`src/rtl/mc_cpu_ctrl.sv`:
```
// mc_cpu_ctrl: multicycle CPU controller.
//   Owns PC and IR and steps each instruction through FETCH -> DECODE -> EXEC/MEM/BRANCH/HALT.
//   It drives the register-file/ALU datapath and a request/ready memory port.
// Ports:
//   clk, rst                  clock, synchronous active-high reset
//   mem_req/we/addr/wdata     memory request, write strobe, address, store data
//   mem_rdata, mem_ready      memory read data, access-complete strobe
//   ra_idx, rb_idx            register A (destination) and register B (address) indices
//   ra_data, rb_data          register read data (combinational from the indices)
//   alu_op, imm, sel_imm      ALU operation code, zero-extended immediate, immediate select
//   reg_we, wb_sel            register write pulse, writeback source (0 ALU, 1 memory)
//   flags                     {N,Z,F,L,C} from the ALU flag register
//   pc, halted                current PC, HALT executed
module mc_cpu_ctrl #(
   parameter int unsigned DATA_W    = 16,
   parameter int unsigned ADDR_W    = 10,
   parameter int unsigned REG_IDX_W = 4,
   parameter int unsigned RESET_PC  = 0
) (
   input  logic                 clk,
   input  logic                 rst,
   output logic                 mem_req,
   output logic                 mem_we,
   output logic [ADDR_W-1:0]    mem_addr,
   output logic [DATA_W-1:0]    mem_wdata,
   input  logic [DATA_W-1:0]    mem_rdata,
   input  logic                 mem_ready,
   output logic [REG_IDX_W-1:0] ra_idx,
   output logic [REG_IDX_W-1:0] rb_idx,
   input  logic [DATA_W-1:0]    ra_data,
   input  logic [DATA_W-1:0]    rb_data,
   output logic [7:0]           alu_op,
   output logic [DATA_W-1:0]    imm,
   output logic                 sel_imm,
   output logic                 reg_we,
   output logic                 wb_sel,
   input  logic [4:0]           flags,
   output logic [ADDR_W-1:0]    pc,
   output logic                 halted
);

   localparam logic [3:0] OP_ALU    = 4'b0000;
   localparam logic [3:0] OP_MEMJ   = 4'b0100;
   localparam logic [3:0] OP_CMPI   = 4'b1011;
   localparam logic [3:0] OP_BCOND  = 4'b1100;
   localparam logic [3:0] OP_HALT   = 4'b1111;
   localparam logic [3:0] EXT_LOAD  = 4'b0000;
   localparam logic [3:0] EXT_STOR  = 4'b0100;
   localparam logic [3:0] EXT_JCOND = 4'b1100;
   localparam logic [3:0] EXT_CMP   = 4'b1011;

   typedef enum logic [2:0] {
      S_FETCH  = 3'd0,
      S_DECODE = 3'd1,
      S_EXEC   = 3'd2,
      S_MEM    = 3'd3,
      S_BRANCH = 3'd4,
      S_HALT   = 3'd5
   } state_t;

   state_t              state, state_nxt;
   logic [ADDR_W-1:0]   pc_q, pc_nxt;
   logic [DATA_W-1:0]   ir_q, ir_nxt;

   logic [3:0]          op, ext, cond;
   logic                is_load, is_stor, is_jcond, is_bcond, is_cmp, is_cmpi;
   logic                cond_true;
   logic [ADDR_W-1:0]   pc_inc, disp, rb_addr;
   logic                unused_rb;

   // Instruction field decode
   assign op       = ir_q[15:12];
   assign cond     = ir_q[11:8];
   assign ext      = ir_q[7:4];
   assign is_load  = (op == OP_MEMJ) && (ext == EXT_LOAD);
   assign is_stor  = (op == OP_MEMJ) && (ext == EXT_STOR);
   assign is_jcond = (op == OP_MEMJ) && (ext == EXT_JCOND);
   assign is_bcond = (op == OP_BCOND);
   assign is_cmp   = (op == OP_ALU) && (ext == EXT_CMP);
   assign is_cmpi  = (op == OP_CMPI);

   // PC arithmetic wraps modulo 2**ADDR_W
   assign pc_inc    = pc_q + ADDR_W'(1);
   assign disp      = ADDR_W'($signed(ir_q[7:0]));
   assign rb_addr   = rb_data[ADDR_W-1:0];
   assign unused_rb = ^rb_data[DATA_W-1:ADDR_W];

   // Datapath controls decoded from IR
   assign ra_idx    = ir_q[8 +: REG_IDX_W];
   assign rb_idx    = ir_q[0 +: REG_IDX_W];
   assign alu_op    = (op == OP_ALU) ? {op, ext} : {op, 4'b0000};
   assign imm       = DATA_W'(ir_q[7:0]);
   assign sel_imm   = (op != OP_ALU);
   assign mem_wdata = ra_data;
   assign pc        = pc_q;
   assign halted    = (state == S_HALT);

   // Branch condition evaluation; flags = {N,Z,F,L,C}
   always_comb begin
      cond_true = 1'b0;
      case (cond)
         4'b0000: cond_true = flags[3];
         4'b0001: cond_true = ~flags[3];
         4'b0010: cond_true = flags[0];
         4'b0011: cond_true = ~flags[0];
         4'b0110: cond_true = flags[4];
         4'b0111: cond_true = ~flags[4];
         4'b1000: cond_true = flags[2];
         4'b1001: cond_true = ~flags[2];
         4'b1010: cond_true = flags[1];
         4'b1011: cond_true = ~flags[1];
         4'b1110: cond_true = 1'b1;
         default: cond_true = 1'b0;
      endcase
   end

   // State, PC and IR registers
   always_ff @(posedge clk) begin
      if (rst) begin
         state <= S_FETCH;
         pc_q  <= ADDR_W'(RESET_PC);
         ir_q  <= '0;
      end else begin
         state <= state_nxt;
         pc_q  <= pc_nxt;
         ir_q  <= ir_nxt;
      end
   end

   // Next-state and strobe decode
   always_comb begin
      state_nxt = state;
      pc_nxt    = pc_q;
      ir_nxt    = ir_q;
      mem_req   = 1'b0;
      mem_we    = 1'b0;
      mem_addr  = pc_q;
      reg_we    = 1'b0;
      wb_sel    = 1'b0;

      case (state)
         S_FETCH: begin
            mem_req = 1'b1;
            if (mem_ready) begin
               ir_nxt    = mem_rdata;
               state_nxt = S_DECODE;
            end
         end
         S_DECODE: begin
            if (is_load || is_stor)
               state_nxt = S_MEM;
            else if (is_bcond || is_jcond)
               state_nxt = S_BRANCH;
            else if (op == OP_HALT)
               state_nxt = S_HALT;
            else
               state_nxt = S_EXEC;
         end
         S_EXEC: begin
            reg_we    = ~(is_cmp | is_cmpi);
            pc_nxt    = pc_inc;
            state_nxt = S_FETCH;
         end
         S_MEM: begin
            mem_req  = 1'b1;
            mem_we   = is_stor;
            mem_addr = rb_addr;
            // Load writeback happens in the completing cycle only
            if (mem_ready) begin
               reg_we    = is_load;
               wb_sel    = is_load;
               pc_nxt    = pc_inc;
               state_nxt = S_FETCH;
            end
         end
         S_BRANCH: begin
            if (cond_true)
               pc_nxt = is_jcond ? rb_addr : (pc_q + disp);
            else
               pc_nxt = pc_inc;
            state_nxt = S_FETCH;
         end
         S_HALT: begin
            state_nxt = S_HALT;
         end
         default: begin
            state_nxt = S_FETCH;
         end
      endcase

      // Strobes are quiet while reset is held so an abandoned access drops at once
      if (rst) begin
         mem_req = 1'b0;
         mem_we  = 1'b0;
         reg_we  = 1'b0;
         wb_sel  = 1'b0;
      end
   end

endmodule

```
`config.mk`:
```
export PLATFORM = sky130hd
export DESIGN_NAME = mc_cpu_ctrl
export DESIGN_NICKNAME = d
export VERILOG_FILES = /design/src/rtl/mc_cpu_ctrl.sv
export SDC_FILE = /design/constraint.sdc
export NUM_CORES = 1
export LEC_CHECK = 0
export CAP_MARGIN = 15
export CORE_MARGIN = 2
export CORE_UTILIZATION = 43
export CTS_BUF_LIST = sky130_fd_sc_hd__clkbuf_4 sky130_fd_sc_hd__clkbuf_8
export DETAILED_ROUTE_END_ITERATION = 12
export HOLD_SLACK_MARGIN = 0.12
export PLACE_DENSITY = 0.95
export SYNTH_ARGS = -nofsm -noshare
export SYNTH_HDL_FRONTEND = slang
export SYNTH_SLANG_ARGS = --single-unit
```
`constraint.sdc`:
```
create_clock -name clk -period 5.1 [get_ports clk]
set_clock_uncertainty 0.05 [all_clocks]
set_input_delay 1.02 -clock clk [delete_from_list [all_inputs] [get_ports clk]]
set_output_delay 1.02 -clock clk [all_outputs]
set_load 0.02 [all_outputs]
```
==> qor_table.md <==
| Result | This run | Unit |
| --- | --- | --- |
| Static power due to leakage | 1.17 | nW |
| Post-CTS resize count | 0 | - |
| Share of flip-flops with an asynchronous set or reset after synthesis | 0 | % |
| Setup Total Neg Slack | 0 | ns |
| Skew-Pair Late Insertion Delay | 0.29 | ns |
| Starting density of the core | 44.8 | % |
| Inserted Diodes | 0 | - |
| Max Root-Sink Buffers | 2 | - |
| Transition time of the tightest slew-check pin | 0.746 | ns |
| Count of boundary I/O pins | 130 | - |
| Power per cell area | 211 | nW/um^2 |
| Largest cells by area after synthesis | sky130_fd_sc_hd__dfxtp_1 (25%), sky130_fd_sc_hd__buf_4 (9.1%), sky130_fd_sc_hd__nand2_1 (7.5%) | - |
| RSZ-0062 raised after global routing | false | - |
| Arrival time at the worst endpoint | 3.08 | ns |
| Number of CTS-inserted buffers | 5 | - |
| Core Region | 5140 | um^2 |
| Area enclosed by the die boundary | 5960 | um^2 |
| Post-DR vias/cell | 5.64 | - |
| Number of instances on the worst hold path | 2 | - |
| Final worst-path cycle share | 81.4 | % |
| Total number of yosys warnings | 0 | - |
| Max-slew violation count | 0 | - |
| Most common cell in the synthesized netlist | sky130_fd_sc_hd__nand2_1 | - |
| Worst relative slew slack | 50.1 | % |
| Most used flip-flop cell after synthesis | sky130_fd_sc_hd__dfxtp_1 | - |
| Distinct cell type count of the synthesized netlist | 57 | - |
| Critical path class | flop to primary output | - |
| Worst-case register-to-register setup slack | 2.55 | ns |
| Post-detail-place hpwl | 4.87 | mm |
| Sequential cell area fraction in the yosys report | 25.2 | % |
| Number of placed cells counting well taps | 413 | - |
| Total count of hold-check failures in the final report | 0 | - |
| GR Util All Layers | 22.4 | % |
| Number of hold buffers added after cts | 0 | - |
| Cell type with the largest total area after synthesis | sky130_fd_sc_hd__dfxtp_1 | - |
| Largest net degree at the start of global routing | 21 | - |
| Via total after detailed routing | 2374 | - |
| Final cell count without fillers | 421 | - |
| Post-synth EDFFs | 0 | - |
| Total wire length | 6.61 | mm |
| Final setup violating endpoints | 0 | - |
| Maximum level of the CTS H-tree | 2 | - |
| Cell Rows | 26 | - |
| Fill cell instance count of the final layout | 466 | - |
| WL/cell | 15.7 | um |
| Vias in the first global route | 2275 | - |
| Area share of the largest cell type after synthesis | 25.2 | % |
| Synth Area per Inst | 7.95 | um^2 |
| Proportion of layout cells with a drive suffix above 1 | 7.98 | % |
| Class of the worst hold path | flop to flop | - |
| Sequence of cells on the critical path | or3b_2, or4_1, or3b_1, a211oi_1, clkdlybuf4s50_1 | - |
| Count of unresolved DRC violations after routing | 0 | - |
| TritonCTS clock tree | yes | - |
| Iteration-0 DRC count of the detailed router | 162 | - |
| Clock Root Buffer | sky130_fd_sc_hd__clkbuf_8 | - |
| Post-synthesis cell count | 290 | - |
| Clk slew on worst S/H paths | 0.07 | ns |
| Crit start category | flop | - |
| Number of nets with antenna violations after detailed routing | 0 | - |
| Antenna violations before repair | 0 | - |
| Origin of the critical flop-to-flop path | ir_q[9] | - |
| Most frequent cells after synthesis | sky130_fd_sc_hd__nand2_1 (46), sky130_fd_sc_hd__dfxtp_1 (29), sky130_fd_sc_hd__a21oi_1 (28), sky130_fd_sc_hd__buf_4 (28), sky130_fd_sc_hd__nor2_1 (13) | - |
| Largest stage delay, worst path | 0.67 | ns |
| Final #Nets | 417 | - |
| Global-route wire length before repair | 10.6 | mm |
| Nature of the critical path endpoint | primary output | - |
| Worst VDD drop | 0.129 | mV |
| Maximum achievable frequency | 0.241 | GHz |
| Critical path fanouts, max | 8 | - |
| Cell with the biggest individual delay on the critical path | sky130_fd_sc_hd__clkdlybuf4s50_1 | - |
| Capture point of the worst reg-to-reg path | pc[1] | - |
| Min Clock Period, post-route | 4.15 | ns |
| Horiz. Die Dim | 77.2 | um |
| Gp weighted congestion | 0.903 | - |
| Postcts setup bufs | 0 | - |
| Number of maximum-capacitance constraint violations | 0 | - |
| R2r worst-path depth | 6 | - |
| Data required time at the worst endpoint | 4.03 | ns |
| GRT Residual Overflow | 0 | - |
| Register bit total from synthesis | 29 | - |
| Hold Startpoint | ir_q[9] | - |
| Syn-to-layout area delta | 35.7 | % |
| Vertical extent of the die | 77.2 | um |
| Endpoint of the worst hold path | ir_q[9] | - |
| Post-synthesis instance area | 2300 | um^2 |
| First-pass detailed-route iteration total | 4 | - |
| Clock tree sinks | 29 | - |
| Number of I/O port buffers | 83 | - |
| Result of the run | complete, no violations | - |
## cell usage in the layout (no fill, tap or decap), types with 3 or more instances in the layout
master / instances
sky130_fd_sc_hd__clkdlybuf4s50_1: 83
sky130_fd_sc_hd__nand2_1: 46
sky130_fd_sc_hd__dfxtp_1: 29
sky130_fd_sc_hd__a21oi_1: 28
sky130_fd_sc_hd__nor2_1: 13
sky130_fd_sc_hd__o21ai_0: 10
sky130_fd_sc_hd__xnor2_1: 10
sky130_fd_sc_hd__ha_1: 10
sky130_fd_sc_hd__mux2_2: 9
sky130_fd_sc_hd__and2_1: 8
sky130_fd_sc_hd__conb_1: 8
sky130_fd_sc_hd__inv_1: 7
sky130_fd_sc_hd__a211oi_1: 7
sky130_fd_sc_hd__and3_1: 6
sky130_fd_sc_hd__clkbuf_8: 6
sky130_fd_sc_hd__xor2_1: 5
sky130_fd_sc_hd__nand3_1: 4
sky130_fd_sc_hd__nor3b_1: 4
sky130_fd_sc_hd__a311oi_1: 4
sky130_fd_sc_hd__buf_4: 4
sky130_fd_sc_hd__nor2b_1: 3
sky130_fd_sc_hd__nand4_1: 3
sky130_fd_sc_hd__o21a_1: 3
## cell families after synthesis
logic type / count (synthesis) / share of synthesized area [%]
XOR/XNOR: 15 / 5.70
adder cells (fa/ha/maj): 11 / 6.30
AND/OR/NAND/NOR: 103 / 22.5
other: 1 / 0.163
AO/OA/AOI/OAI: 71 / 21.0
multiplexers: 12 / 6.24
flip-flops: 29 / 25.2
buffers and inverters: 48 / 12.9
## report_power, final
group          leakage [nW]  switching, W  internal (W)
combinational         0.879     0.0000764     0.0000748
clock                0.0574     0.0000936      0.000159
sequential            0.237     0.0000189      0.000236
total                  1.17      0.000189      0.000470
## worst max path at each step
stage	start	end	slack, ns	depth (start not counted)
after global placement	mem_ready	reg_we	1.09	4
after global routing	ir_q[14]	reg_we	0.84	5
final	ir_q[14]	reg_we	0.95	5
after CTS	ir_q[14]	reg_we	0.98	5
after detailed placement	rst	mem_we	1.05	4
after floorplan	ir_q[14]	reg_we	1.64	4
## through the flow
step	cell area [um^2]	hold WS (ns)	setup WS, ns	util (%)	total power [W]
2_1_floorplan	2330	0.467	1.64	-	0.000361
3_5_place_dp	3010	0.466	1.05	58.5	0.000410
5_1_grt	3130	0.507	0.837	60.9	0.000687
4_1_cts	3130	0.475	0.980	60.9	0.000662
6_report	3130	0.475	0.950	60.9	0.000659
3_3_place_gp	3010	0.436	1.09	58.5	0.000404
## registers in the layout (all words and copies together), names as in the netlist
| signal | cells |
|---|---|
| ir_q | 16 |
| pc | 10 |
| state | 3 |
## layout make-up
type | count | area (um^2) | area share [%]
clock inverters | 2 | 37.5 | 1.20
flip-flops and latches | 29 | 581 | 18.6
repair buffers | 87 | 861 | 27.5
well taps | 70 | 87.6 | 2.80
multi-input cells | 220 | 1450 | 46.4
inverters | 7 | 26.3 | 0.840
clock buffers | 6 | 82.6 | 2.64
## metal layers
| layer | up-vias | GRT usage, % | part of all wire [%] | wire, um |
|---|---|---|---|---|
| met4 | 0 | 10.2 | 1.8 | 118 |
| li1 | 1121 | - | - | - |
| met1 | 1127 | 25.2 | 40 | 2650 |
| met5 | - | 0 | 0 | 0 |
| met3 | 15 | 5.76 | 7.1 | 470 |
| met2 | 111 | 39.3 | 51 | 3370 |
## critical path, delay by kind of cell, from the launching register on
| kind | cells | cell delay, ns |
|---|---|---|
| AND/OR/NAND/NOR | 3 | 1.37 |
| flip-flops | 1 | 0.45 |
| buffers and inverters | 1 | 0.67 |
| AO/OA/AOI/OAI | 1 | 0.30 |
Power figures use the tool's default switching activity.
